## config.mk

```make
export PLATFORM = sky130hd
export DESIGN_NAME = stopwatch_ctrl
export DESIGN_NICKNAME = d
export VERILOG_FILES = /design/src/rtl/stopwatch_ctrl.sv
export SDC_FILE = /design/constraint.sdc
export NUM_CORES = 1
export LEC_CHECK = 0
export ABC_CLOCK_PERIOD_IN_PS = 5550
export CAP_MARGIN = 20
export CORE_MARGIN = 8
export CORE_UTILIZATION = 50
export CTS_CLUSTER_SIZE = 12
export DETAILED_ROUTE_END_ITERATION = 16
export GPL_TIMING_DRIVEN = 0
export PLACE_DENSITY = 0.65
export SETUP_SLACK_MARGIN = 0.02
export SYNTH_ARGS = -nofsm -noshare
export SYNTH_HDL_FRONTEND = slang
export SYNTH_SLANG_ARGS = --single-unit
```

## constraint.sdc

```tcl
create_clock -name clk_in -period 5.55 [get_ports clk_in]
set_input_delay 1.3875 -clock clk_in [delete_from_list [all_inputs] [get_ports clk_in]]
set_output_delay 1.3875 -clock clk_in [all_outputs]
set_load 0.03 [all_outputs]
```

## src/rtl/stopwatch_ctrl.sv

```systemverilog
// Stopwatch controller for a 0-59 two-digit BCD seconds counter.
// Synchronises and debounces the start/stop and lap buttons, divides clk_in into
// one-cycle count ticks and sequences IDLE/RUN/LAP/PAUSE, freezing a lap snapshot
// for the display path.
//
// Ports:
//   clk_in     system clock, all state on rising edge
//   sw         asynchronous active-high reset
//   btn_start  raw start/stop button (asynchronous)
//   btn_lap    raw lap/clear button (asynchronous)
//   ones_in    counter ones digit (BCD)
//   tens_in    counter tens digit (BCD)
//   cnt_tick   one-cycle advance pulse to the counter
//   cnt_clr    level clear to the counter, high while IDLE
//   min_pulse  one-cycle pulse alongside the tick that wraps 59 -> 00
//   disp_ones  display ones digit
//   disp_tens  display tens digit
//   running    high in RUN or LAP
//   lap_active high in LAP
module stopwatch_ctrl #(
  parameter int unsigned DIV       = 100_000_000,
  parameter int unsigned DB_CYCLES = 1_000_000
) (
  input  logic       clk_in,
  input  logic       sw,
  input  logic       btn_start,
  input  logic       btn_lap,
  input  logic [3:0] ones_in,
  input  logic [3:0] tens_in,
  output logic       cnt_tick,
  output logic       cnt_clr,
  output logic       min_pulse,
  output logic [3:0] disp_ones,
  output logic [3:0] disp_tens,
  output logic       running,
  output logic       lap_active
);

  localparam int unsigned PreW = (DIV > 1) ? $clog2(DIV) : 1;
  localparam int unsigned DbW  = (DB_CYCLES > 1) ? $clog2(DB_CYCLES) : 1;
  localparam logic [PreW-1:0] PreLast = PreW'(DIV - 1);
  localparam logic [DbW-1:0]  DbLast  = DbW'(DB_CYCLES - 1);

  typedef enum logic [1:0] {StIdle, StRun, StLap, StPause} state_e;

  // Index 0 = start, index 1 = lap.
  logic [1:0]     btn_raw;
  logic [1:0]     sync1_q, sync2_q, db_lvl_q;
  logic [DbW-1:0] db_cnt_q [2];
  logic [1:0]     press;
  logic           start_ev, lap_ev;

  state_e          state_q, state_d;
  logic            from_lap_q;
  logic [PreW-1:0] presc_q;
  logic [3:0]      lap_ones_q, lap_tens_q;
  logic            counting, wrap;

  assign btn_raw = {btn_lap, btn_start};

  // Synchroniser plus debouncer: a new level is accepted only after it has been
  // seen on the synchronised input for DB_CYCLES consecutive cycles.
  always_ff @(posedge clk_in or posedge sw) begin
    if (sw) begin
      sync1_q     <= '0;
      sync2_q     <= '0;
      db_lvl_q    <= '0;
      db_cnt_q[0] <= '0;
      db_cnt_q[1] <= '0;
    end else begin
      sync1_q <= btn_raw;
      sync2_q <= sync1_q;
      for (int i = 0; i < 2; i++) begin
        if (sync2_q[i] != db_lvl_q[i]) begin
          if (db_cnt_q[i] == DbLast) begin
            db_lvl_q[i] <= sync2_q[i];
            db_cnt_q[i] <= '0;
          end else begin
            db_cnt_q[i] <= db_cnt_q[i] + DbW'(1);
          end
        end else begin
          db_cnt_q[i] <= '0;
        end
      end
    end
  end

  // Press event fires in the cycle the accepted level is about to rise.
  always_comb begin
    press = '0;
    for (int i = 0; i < 2; i++) begin
      press[i] = sync2_q[i] & ~db_lvl_q[i] & (db_cnt_q[i] == DbLast);
    end
  end

  // Start wins over a simultaneous lap press.
  assign start_ev = press[0];
  assign lap_ev   = press[1] & ~press[0];

  always_comb begin
    state_d = state_q;
    unique case (state_q)
      StIdle:  if (start_ev) state_d = StRun;
      StRun: begin
        if (start_ev)    state_d = StPause;
        else if (lap_ev) state_d = StLap;
      end
      StLap: begin
        if (start_ev)    state_d = StPause;
        else if (lap_ev) state_d = StRun;
      end
      StPause: begin
        if (start_ev)    state_d = StRun;
        else if (lap_ev) state_d = StIdle;
      end
      default: state_d = StIdle;
    endcase
  end

  assign counting = (state_q == StRun) || (state_q == StLap);
  assign wrap     = counting && (presc_q == PreLast);

  always_ff @(posedge clk_in or posedge sw) begin
    if (sw) begin
      state_q    <= StIdle;
      from_lap_q <= 1'b0;
      presc_q    <= '0;
      lap_ones_q <= 4'd0;
      lap_tens_q <= 4'd0;
      cnt_tick   <= 1'b0;
      cnt_clr    <= 1'b1;
      min_pulse  <= 1'b0;
      disp_ones  <= 4'd0;
      disp_tens  <= 4'd0;
      running    <= 1'b0;
      lap_active <= 1'b0;
    end else begin
      state_q <= state_d;

      // Remembers that PAUSE was entered from LAP so the snapshot stays shown.
      if (state_q == StLap && state_d == StPause) begin
        from_lap_q <= 1'b1;
      end else if (state_q == StPause && state_d != StPause) begin
        from_lap_q <= 1'b0;
      end

      // Prescaler holds in PAUSE so a resume keeps the tick phase.
      if (state_q == StIdle || wrap) begin
        presc_q <= '0;
      end else if (counting) begin
        presc_q <= presc_q + PreW'(1);
      end

      cnt_tick  <= wrap;
      min_pulse <= wrap && (ones_in == 4'd9) && (tens_in == 4'd5);

      cnt_clr    <= (state_d == StIdle);
      running    <= (state_d == StRun) || (state_d == StLap);
      lap_active <= (state_d == StLap);

      if (state_q == StRun && state_d == StLap) begin
        lap_ones_q <= ones_in;
        lap_tens_q <= tens_in;
      end

      if (state_q == StIdle) begin
        disp_ones <= 4'd0;
        disp_tens <= 4'd0;
      end else if (state_q == StLap || (state_q == StPause && from_lap_q)) begin
        disp_ones <= lap_ones_q;
        disp_tens <= lap_tens_q;
      end else begin
        disp_ones <= ones_in;
        disp_tens <= tens_in;
      end
    end
  end

endmodule

```

---- Word-level counts from Yosys, hierarchy flattened ----
Cells that the tools add are included.
cells by class
  add/sub/neg operators ................... 3
  multipliers ............................. 0
  divide/modulo/power cells ............... 0
  magnitude comparators ................... 0
  eq/ne operators ......................... 14
  shift-type cells ........................ 0
  mux-type cells .......................... 20
  bitwise operators ....................... 8
  reductions and logical operators ........ 17
operators with widths
  operator               number
  $mux 20                4
  $mux 27                2
  $add 20x1->20 const B  2
  $eq 20x20->1 const B   2
  $add 27x1->27 const B  1
  $eq 27x27->1 const B   1
  $mux 4                 4
  $mux 2                 7
  $eq 2x2->1 const B     4
  $pmux 2 s4             1
  $logic_and 1x1->1      7
  $and 1x1->1            5
  $eq 2x1->1 const B     2
  $eq 4x3->1 const B     1
  $eq 4x4->1 const B     1
  $logic_not 2->1        2
  $logic_or 1x1->1       4
  $reduce_and 2->1       2
  $reduce_bool 2->1      2
  $not 1->1              3
  $mux 1                 2
  $ne 1x1->1             2
  $ne 2x2->1 const B     1
word-level totals
  register bits after elaboration ......... 97
  latch bits .............................. 0
  RAM bits ................................ 0
  bits in read-only memories .............. 0
  output and inout port bits .............. 13
  logic and storage cells ................. 80
  memories kept ........................... 0

---- Longest topological paths before layout ----
  word-level depth ........................ 12
  mapped depth ............................ 9
  depth with buffers taken out ............ 9

---- Worst setup path after synthesis ----
Ideal clock, no wire load.
  path kind ............................... reg-to-reg
  from .................................... register db_cnt_q[0] in the netlist's numbering
  to ...................................... register lap_ones_q[0]
  arrival ................................. 2558 ps
  data required time ...................... 5425 ps
  path slack .............................. 2867 ps
  cell stages (with the launch flop) ...... 10
  clock period less this slack ............ 2683 ps
  path through ............................ dfrtp_1 -> ha_1 -> and4_1 -> clkbuf_1 -> nand4_1 -> or3_1 -> a31o_2 -> ha_1 -> nand2_1 -> mux2_2
on the way
  cells in the longest elaborated chain, start to end .. 8
ends and longest elaborated chain
  element                            RTL line       RTL
  from (decl)                        49             logic [DbW-1:0] db_cnt_q [2];
  from (signal, indexed assignment)  79             db_cnt_q[i] <= db_cnt_q[i] + DbW'(1);
  $eq 20x20->1 *                     92             press[i] = sync2_q[i] & ~db_lvl_q[i] & (db_cnt_q[i] == DbLast);
  $and 1x1->1 *                      92
  $and 1x1->1 *                      98             assign lap_ev = press[1] & ~press[0];
  $mux 2 (on tied branches)          114, 106, 110
  $mux 2 (on tied branches)          113, 105, 109
  $pmux 2 s4 *                       102            unique case (state_q)
  $eq 2x2->1 *                       161            if (state_q == StRun && state_d == StLap) begin
  $logic_and 1x1->1 *                161
  to (signal assigned)               162            lap_ones_q <= ones_in;
  to (decl)                          56             logic [3:0] lap_ones_q, lap_tens_q;
Mark *: on every way between the ends. The rest lies on a longest branch, timed or not.
A chain may end at the register's enable or synchronous reset.

---- Worst setup path after layout ----
  from .................................... register db_cnt_q[0] in the netlist's numbering
  to ...................................... register lap_ones_q[3]
Same word-level chain as after synthesis.

==> flow_metrics.env <==
export IMPL_r2r_start="db_cnt_q[0]"
export IMPL_critPathMaxStageDelay_ns=0.47
export IMPL_start_util=0.5174
export IMPL_fin_skew_ns=0.009299
export IMPL_grt_usage=0.1589
export IMPL_io_buffer_count=24
export IMPL_die_x_um=113.8
export IMPL_worstPathCellList="ha_1 -> and4_1 -> clkbuf_1 -> nand4_1 -> or3_1 -> a31o_2 -> ha_1 -> nand2_1 -> mux2_2"
export IMPL_ios=25
export IMPL_diodes=0
export IMPL_period_share=0.5617
export IMPL_worstPathArrival_ns=3.36
export IMPL_die_area_um2=12950
export IMPL_numCtsBuffers=9
export IMPL_cpMostUsedCell="ha_1"
export IMPL_pwr_share_clk=0.441
export IMPL_htree_levels=3
export IMPL_tritoncts="done"
export IMPL_cts_sinks=97
export IMPL_drc=0
export IMPL_fin_tns_setup_ns=0
export IMPL_outcome="finished clean"
export IMPL_nNetsFinal=534
export IMPL_cpLargestDelayFamily="simple AND/OR/NAND/NOR gates"
export IMPL_ys_ff_latch=97
export IMPL_rsz0062_at_grt="false"
export IMPL_fp_row_count=35
export IMPL_leakagePower_uw=0.002174
export IMPL_timing_final_crit_period_ns=3.118
export IMPL_num_vias=3617
export IMPL_ctsHoldBuffers=0
export IMPL_critPathBufInv=1
export IMPL_drtIter0Drc=138
export IMPL_p_total_uw=1367
export IMPL_max_slew_margin=0.4474
export IMPL_avgSynthCellArea_um2=10.11
export IMPL_synth_seq_area_share=0.5080
export IMPL_crit_start="db_cnt_q[0]"
export IMPL_clock_latency_ns=0.36
export IMPL_slew_violations=0
export IMPL_post_cts_resized=0
export IMPL_cts_buffer_depth=2
export IMPL_hpwl_um=6817
export IMPL_setup_violations=0
export IMPL_hold_viol_final=0
export IMPL_synthCells=473
export IMPL_syn_area_um2=4781
export IMPL_min_from="sync1_q[0]"
export IMPL_finalWirelength_um=9617
export IMPL_place_congestion=0.8116
export IMPL_critPathMaxFanout=8
export IMPL_crit_type="register to register"
export IMPL_seqPwrFrac=0.527
export IMPL_clock_fmax_mhz=320.8
export IMPL_power_density_nw_per_um2=249.1
export IMPL_grt_pass1_wl_um=16830
export IMPL_grt_max_degree=57
export IMPL_tightest_slew_ns=0.8213
export IMPL_routedWlPerCell_um=14.96
export IMPL_internal_power_uw=1082
export IMPL_yosys_warnings=0
export IMPL_holdCritPathClass="register to register"
export IMPL_first_global_vias=3696
export IMPL_switching_share=0.2081
export IMPL_synth_nets=498
export IMPL_gr_total_overflow=0
export IMPL_p_sw_uw=284.4
export IMPL_cts_root_buf="clkbuf_8"
export IMPL_avgViaCountPerCell=5.625
export IMPL_syn2layout_area_growth_pct=14.73
export IMPL_layout_common_cells="96 x dfrtp_1, 42 x nand2_1, 42 x nor2_1"
export IMPL_cp_required_ns=5.80
export IMPL_cp_end_kind="register"
export IMPL_p_comb_frac=0.032
export IMPL_die_y_um=113.8
export IMPL_antenna_found_initial=0
export IMPL_cap_violations=0
export IMPL_ir_worst_vdd_uv=182.5
export IMPL_clk_pin_slew_ns=0.09
export IMPL_final_common_cell="dfrtp_1"
export IMPL_slowest_stage="or3_1"
export IMPL_cp_start_kind="register"
export IMPL_drt_pass1_iter_count=4
export IMPL_synth_distinct_cells=49
export IMPL_ant_nets=0
export IMPL_post_cts_buffers=0
export IMPL_layout_drive_gt1_share=0.09922
export IMPL_placeableCoreArea_um2=9240
-- power by group through the flow --
stage                     Sequential (µW)  Combinational [µW]  Clock (µW)
after floorplan                       733                26.0           0
after global placement                734                42.1           0
after detailed placement              734                45.3           0
after CTS                             720                45.3         619
after global routing                  722                51.1         647
final                                 720                43.6         603
-- metal layers --
metal,part of all wire,vias to the layer above,global-route usage
met4,0.010,0,0.05590
met3,0.021,12,0.03170
met5,0,-,0
met2,0.50,33,0.2722
met1,0.47,1784,0.1945
li1,-,1788,-
-- state kept, by name, summed over array words and instances (netlist names) --
register	count
lap_tens_q	4
state_q	2
from_lap_q	1
min_pulse	1
lap_ones_q	4
presc_q	27
sync1_q	2
cnt_clr	1
sync2_q	2
db_lvl_q	2
lap_active	1
running	1
cnt_tick	1
disp_ones	4
disp_tens	4
db_cnt_q	40
-- cell type report --
type / instances / area [µm²]
tap: 129 / 161.4
sequential: 97 / 2429
timing repair buffer: 25 / 267.8
inverter: 16 / 62.56
buffer: 13 / 72.57
fill: 786 / 3755
clock inverter: 7 / 148.9
clock buffer: 9 / 123.9
multi-input combinational: 347 / 2220
-- worst paths after layout --
check | depth (start not counted) | end | slack, ns
max | 9 | lap_ones_q[3] | 2.43
min | 0 | sync2_q[0] | 0.36
max reg2reg | 9 | lap_ones_q[3] | 2.43
min reg2reg | 0 | sync2_q[0] | 0.36
max in group asynchronous | 3 | disp_ones[3] | 3.49
min in group asynchronous | 2 | db_cnt_q[15] | 1.43
-- cells by family after synthesis --
logic type,share of synthesized area
DFF,0.5080
adders and majority gates,0.03402
and+or+nand+nor,0.2382
AOI/OAI and AO/OA,0.1042
muxes,0.02565
buffers and inverters,0.02774
xor gates and xnor gates,0.06229
-- stage by stage --
step	hold WS, ns	std cells	instance area [µm²]	util	worst slack, ns
after floorplan	0.3312	473	4781	-	1.630
after global placement	0.3351	626	5182	0.5609	0.1684
after detailed placement	0.3362	627	5213	0.5641	2.422
after CTS	0.3588	643	5485	0.5936	2.420
after global routing	0.3798	643	5485	0.5936	2.220
final	0.3558	643	5485	0.5936	2.432
-- cell usage after synthesis, drive strengths merged --
cell type,number,share of area
or2,1,0.0013
xnor2,19,0.035
and4b,1,0.0021
nand2,42,0.033
nor3,4,0.0042
and4,4,0.0076
o21a,2,0.0031
nor4b,5,0.0092
and3,10,0.013
o2bb2ai,1,0.0018
o21bai,2,0.0031
clkbuf,3,0.0026
ha,13,0.034
or4b,1,0.0029
a31oi,2,0.0026
nand4,15,0.021
nor2b,1,0.0013
mux2,10,0.024
nand3,31,0.033
nor2,42,0.033
nor4,12,0.016
dfstp,1,0.0055
and3b,1,0.0018
or3,14,0.019
mux2i,1,0.0021
nand3b,1,0.0016
o41ai,1,0.0058
o21ai,14,0.015
xor2,15,0.027
nand4b,1,0.0018
or4,21,0.034
o31ai,18,0.028
inv,16,0.013
a21oi,37,0.040
dfrtp,96,0.50
and2,2,0.0026
buf,10,0.013
a21o,1,0.0016
a31o,2,0.0037
Note: power is estimated with default switching activity, not from simulation.
